### config.mk
export PLATFORM = sky130hd
export DESIGN_NAME = clk_offset_adjust
export DESIGN_NICKNAME = d
export VERILOG_FILES = /design/src/rtl/clk_offset_adjust.sv
export SDC_FILE = /design/constraint.sdc
export NUM_CORES = 1
export LEC_CHECK = 0
export CORE_MARGIN = 3
export CORE_UTILIZATION = 25
export CTS_BUF_LIST = sky130_fd_sc_hd__clkbuf_4 sky130_fd_sc_hd__clkbuf_8
export CTS_CLUSTER_DIAMETER = 100
export DETAILED_ROUTE_END_ITERATION = 12
export PLACE_DENSITY_LB_ADDON = 0.12
export SLEW_MARGIN = 10
export SYNTH_ARGS = -nofsm -noshare
export SYNTH_HDL_FRONTEND = slang
export SYNTH_SLANG_ARGS = --single-unit
### constraint.sdc
create_clock -name userclock -period 5.98 [get_ports userclock]
set_input_delay 1.794 -clock userclock [delete_from_list [all_inputs] [get_ports userclock]]
set_output_delay 1.794 -clock userclock [all_outputs]
set_load 0.01 [all_outputs]
### src/rtl/clk_offset_adjust.sv
// Multi-channel modulo time-offset register bank stepped by up/down buttons,
// with hold-to-repeat and a both-buttons lockout.
module clk_offset_adjust #(
  parameter int NCH           = 2,
  parameter int W             = 11,
  parameter int MOD           = 1440,
  parameter int HOLD_DELAY    = 4,
  parameter int REPEAT_PERIOD = 2,
  localparam int SW           = (NCH > 1) ? $clog2(NCH) : 1
) (
  input  logic             userclock,
  input  logic             reset,
  input  logic             adj_en,
  input  logic             btn_up,
  input  logic             btn_down,
  input  logic [SW-1:0]    chan_sel,
  output logic [NCH*W-1:0] os_flat,
  output logic             step_pulse,
  output logic             repeating
);

  localparam int CMAX = (HOLD_DELAY > REPEAT_PERIOD) ? HOLD_DELAY : REPEAT_PERIOD;
  localparam int CW   = $clog2(CMAX + 1);
  localparam logic [W-1:0] MAX_V = W'(MOD - 1);

  typedef enum logic [1:0] {
    IDLE   = 2'd0,
    HOLD   = 2'd1,
    REPEAT = 2'd2,
    LOCK   = 2'd3
  } state_t;

  function automatic logic [W-1:0] step_inc(input logic [W-1:0] v);
    return (v == MAX_V) ? {W{1'b0}} : v + W'(1);
  endfunction

  function automatic logic [W-1:0] step_dec(input logic [W-1:0] v);
    return (v == {W{1'b0}}) ? MAX_V : v - W'(1);
  endfunction

  logic          u_q;
  logic          d_q;
  logic          e_q;
  state_t        state_r;
  state_t        state_next_s;
  logic [CW-1:0] cnt_r;
  logic [CW-1:0] cnt_next_s;
  logic          dir_r;
  logic          dir_next_s;
  logic          step_s;
  logic          single_s;
  logic          both_s;
  logic          held_s;
  logic          chan_valid_s;
  logic          apply_s;
  logic          step_pulse_r;
  logic          repeating_r;
  logic [W-1:0]  os_r [NCH];

  assign single_s     = u_q ^ d_q;
  assign both_s       = u_q & d_q;
  // A hold continues only with the same single button and adjust mode still on.
  assign held_s       = e_q & single_s & (u_q == dir_r);
  assign chan_valid_s = ({1'b0, chan_sel} < (SW + 1)'(NCH));
  assign apply_s      = step_s & chan_valid_s;

  // Input synchronising registers; the FSM only ever sees these.
  always_ff @(posedge userclock or posedge reset) begin
    if (reset) begin
      u_q <= 1'b0;
      d_q <= 1'b0;
      e_q <= 1'b0;
    end else begin
      u_q <= btn_up;
      d_q <= btn_down;
      e_q <= adj_en;
    end
  end

  // FSM, hold counter and step direction registers.
  always_ff @(posedge userclock or posedge reset) begin
    if (reset) begin
      state_r <= IDLE;
      cnt_r   <= {CW{1'b0}};
      dir_r   <= 1'b0;
    end else begin
      state_r <= state_next_s;
      cnt_r   <= cnt_next_s;
      dir_r   <= dir_next_s;
    end
  end

  // Next-state, counter and step-request decode.
  always_comb begin
    state_next_s = state_r;
    cnt_next_s   = cnt_r;
    dir_next_s   = dir_r;
    step_s       = 1'b0;
    case (state_r)
      IDLE: begin
        if (both_s) begin
          state_next_s = LOCK;
        end else if (e_q && single_s) begin
          step_s       = 1'b1;
          dir_next_s   = u_q;
          state_next_s = HOLD;
          cnt_next_s   = CW'(1);
        end else begin
          state_next_s = IDLE;
        end
      end
      HOLD: begin
        if (both_s) begin
          state_next_s = LOCK;
        end else if (held_s) begin
          if (cnt_r == CW'(HOLD_DELAY)) begin
            step_s       = 1'b1;
            state_next_s = REPEAT;
            cnt_next_s   = CW'(1);
          end else begin
            cnt_next_s   = cnt_r + CW'(1);
          end
        end else begin
          state_next_s = IDLE;
        end
      end
      REPEAT: begin
        if (both_s) begin
          state_next_s = LOCK;
        end else if (held_s) begin
          if (cnt_r == CW'(REPEAT_PERIOD)) begin
            step_s     = 1'b1;
            cnt_next_s = CW'(1);
          end else begin
            cnt_next_s = cnt_r + CW'(1);
          end
        end else begin
          state_next_s = IDLE;
        end
      end
      LOCK: begin
        if (!u_q && !d_q) begin
          state_next_s = IDLE;
        end else begin
          state_next_s = LOCK;
        end
      end
      default: begin
        state_next_s = IDLE;
        cnt_next_s   = {CW{1'b0}};
      end
    endcase
  end

  // Registered strobe and repeat indicator, aligned with the offset update.
  always_ff @(posedge userclock or posedge reset) begin
    if (reset) begin
      step_pulse_r <= 1'b0;
      repeating_r  <= 1'b0;
    end else begin
      step_pulse_r <= apply_s;
      repeating_r  <= (state_next_s == REPEAT);
    end
  end

  for (genvar g = 0; g < NCH; g++) begin : g_chan
    localparam logic [SW-1:0] IDX = SW'(g);

    // Per-channel offset register; only the selected channel moves.
    always_ff @(posedge userclock or posedge reset) begin
      if (reset) begin
        os_r[g] <= {W{1'b0}};
      end else if (apply_s && (chan_sel == IDX)) begin
        os_r[g] <= u_q ? step_inc(os_r[g]) : step_dec(os_r[g]);
      end else begin
        os_r[g] <= os_r[g];
      end
    end

    assign os_flat[g*W +: W] = os_r[g];
  end

  assign step_pulse = step_pulse_r;
  assign repeating  = repeating_r;

endmodule
==> summary.txt <==
Most common cell after layout, fill and taps aside: dfrtp_1
Die Wd: 107 um
Antenna violations before repair: 0
Max-cap violation count: 0
WL per Instance: 15.4 um
CTS tree: done
Buffers added on ports: 29
Most frequent cells in the layout: 33 x dfrtp_1, 29 x clkdlybuf4s50_1, 28 x o21ai_0
Antenna Cells: 0
Yosys warns: 0
Layout cells sized above 1: 0.0714
Post-synth EDFFs: 0
Worst path arrival time: 1.52 ns
Mapped Area: 0.00254 mm^2
Crit share post-route: 0.554
TNS Setup: 0 ns
Via count: 2,384
Int Power: 719 uW
Clock group share of total power: 0.170
Remaining DRCs: 0
Max Slew Vio Count: 0
Cell count after synthesis: 301
Post-CTS setup buffer count: 0
Max VDD drop: 0.204 mV
H-Tree Depth: 2
RePlAce Congestion: 0.786
Num CTS Buffers: 5
Final setup viols: 0
Slowest cell on crit path: clkdlybuf4s50_1
Synthesized flop and latch total: 33
Run status: completed
Ys async rst share: 1.00
GRT Total Usage: 0.128
Delay-heaviest family, CP: buffers and inverters
Combinational power share: 0.480
Initial DRC count: 114
Skew-Pair Late Insertion Delay: 0.29 ns
Area leader, netlist: dfrtp_1
Vias in the first global route: 2,261
Worst min-delay path class: reg2reg
DIE AREA: 0.0114 mm^2
Fmax: 302 MHz
Leakage: 0.00115 uW
Seq/Total Area, Yosys: 0.324
Final core utilization: 0.311
Largest net degree at the start of global routing: 34
Hold WS: 0.544 ns
Cell area power density: 428 mW/mm^2
Post-synthesis cell type count: 67
Net Sw Frac: 0.449
CTS Hold Bufs: 0
Row count: 36
Global-route wire length before repair: 11,900 um
Worst Path Buf+Inv: 1
Number of top-level pins: 30
Share of power burned in registers: 0.350
Post-route antenna net violation count: 0
FILL cells: 1,094
Setup crit start kind: flip-flop
Syn Nets: 323
Reg area: 826 um^2
Final critical-path required period: 3.31 ns
DRT Wirelength: 7030 um
Worst setup EP type: primary output
Post-synth top area share: 0.324
Core Region: 0.00982 mm^2
Least-Margin Pin Slew: 1.18 ns
CTS sink count: 33
Area growth, synth to finish: 20.0%
Max stage delay on crit path: 0.62 ns
Crit Path Class: reg2out
Reg clk slew, reported paths: 0.08 ns
Root Buffer Master: clkbuf_8
Via density: 5.24
Mapped Avg Cell Area: 8.45 um^2
Initial Util: 0.259
Worst EP required: 4.19 ns
Die extent in y: 107 um
Drt pass-1 iters: 4
Post_cts resized: 0
Synth Flop Type: dfrtp_1
Top cells by area, synth: dfrtp_1 32%, ha_1 7.9%, o21ai_0 5.5%
Maximum root-to-sink buffer count: 2
RSZ-0062 raised after global routing: false
Critical Path, Cell by Cell: clkdlybuf4s50_1
Slew HR: 0.210
P_sw: 586 uW
Clk_skew: 0.00888 ns
Final Hold Vio Count: 0
Net count, final: 343
Post-DP HPWL: 4910 um
Area of the multi-input gates: 0.00156 mm^2
Crit Path Max Fanout: 12
Congestion Overflow GR: 0
[worst register-to-register path, stage by stage, from the launching register on]
cell      delay (ns)
dfrtp_1         0.33
buf_4           0.33
inv_1           0.33
ha_1            0.44
nand3b_1        0.18
nor2_1          0.20
o211ai_1        0.43
or4_1           0.64
nand3_1         0.08
[layout make-up]
class                           instances  area share
Sequential cell                        33       0.270
Timing Repair Buffer                   31       0.100
Clock buffer                            5      0.0225
Multi-Input combinational cell        229       0.511
Tap cell                              133      0.0545
Clock inverter                          3      0.0152
Inverter                               21      0.0258
[stage by stage]
stage	setup WS, ns	cell area, um^2	total power (uW)	std cells
finish	2.67	3050	1310	455
global route	2.50	3050	1430	455
CTS	2.65	3050	1320	455
detailed placement	2.38	2940	1090	447
global placement	2.42	2940	1090	447
floorplan	3.24	2540	859	301
[kinds of logic after synthesis]
kind of cell    after synthesis  share of synthesized area
buf+inv                      39                     0.0619
xor+xnor                      7                     0.0241
simple gates                 95                      0.216
flops                        33                      0.324
mux                           2                    0.00836
fa+ha+maj                    16                     0.0787
compound gates              109                      0.287
[layer usage]
| metal | vias up | track usage | routed length (um) |
|---|---|---|---|
| li1 | 1183 | - | - |
| met1 | 1146 | 0.183 | 3510 |
| met2 | 49 | 0.195 | 3210 |
| met3 | 6 | 0.0247 | 235 |
| met4 | 0 | 0.0384 | 78 |
| met5 | - | 0 | 0 |
[synth_stat cells (all sizes together), types with 3 or more instances]
master and n:
nand2b 3, a211oi 3, o21a 4, nand4 3, nand3 15, nor2 9
o22ai 4, nor3 12, dfrtp 33, nor4 9, xnor2 6, o32ai 3
ha 16, inv 21, nor3b 3, o31a 3, o21ai 30, nand2 18
a22o 4, buf 5, a31oi 8, a21oi 19, o31ai 7, clkbuf 13
and3 4, or4 4
[path summary, 6_finish.rpt]
check | from | to | slack (ns) | cells past startpoint
setup / recovery | os_flat[17] | os_flat[17] | 2.67 | 1
hold / removal | dir_r | dir_r | 0.54 | 2
setup reg to reg | u_q | os_flat[19] | 2.96 | 8
hold reg to reg | dir_r | dir_r | 0.54 | 2
max in group asynchronous | reset | os_flat[3] | 3.74 | 3
min in group asynchronous | reset | u_q | 1.90 | 3
[registers in the layout (all words and copies together) (netlist names)]
signal / flops
cnt_r: 3
e_q: 1
state_r: 2
os_flat: 22
u_q: 1
repeating: 1
dir_r: 1
d_q: 1
step_pulse: 1
[power by group through the flow]
stage	clock (uW)	sequential, uW	combinational [uW]
3_5_place_dp	0	462	628
4_1_cts	229	457	632
3_3_place_gp	0	463	626
6_report	221	457	627
5_1_grt	240	481	710
2_1_floorplan	0	392	467
(Power assumes the default switching activity.)
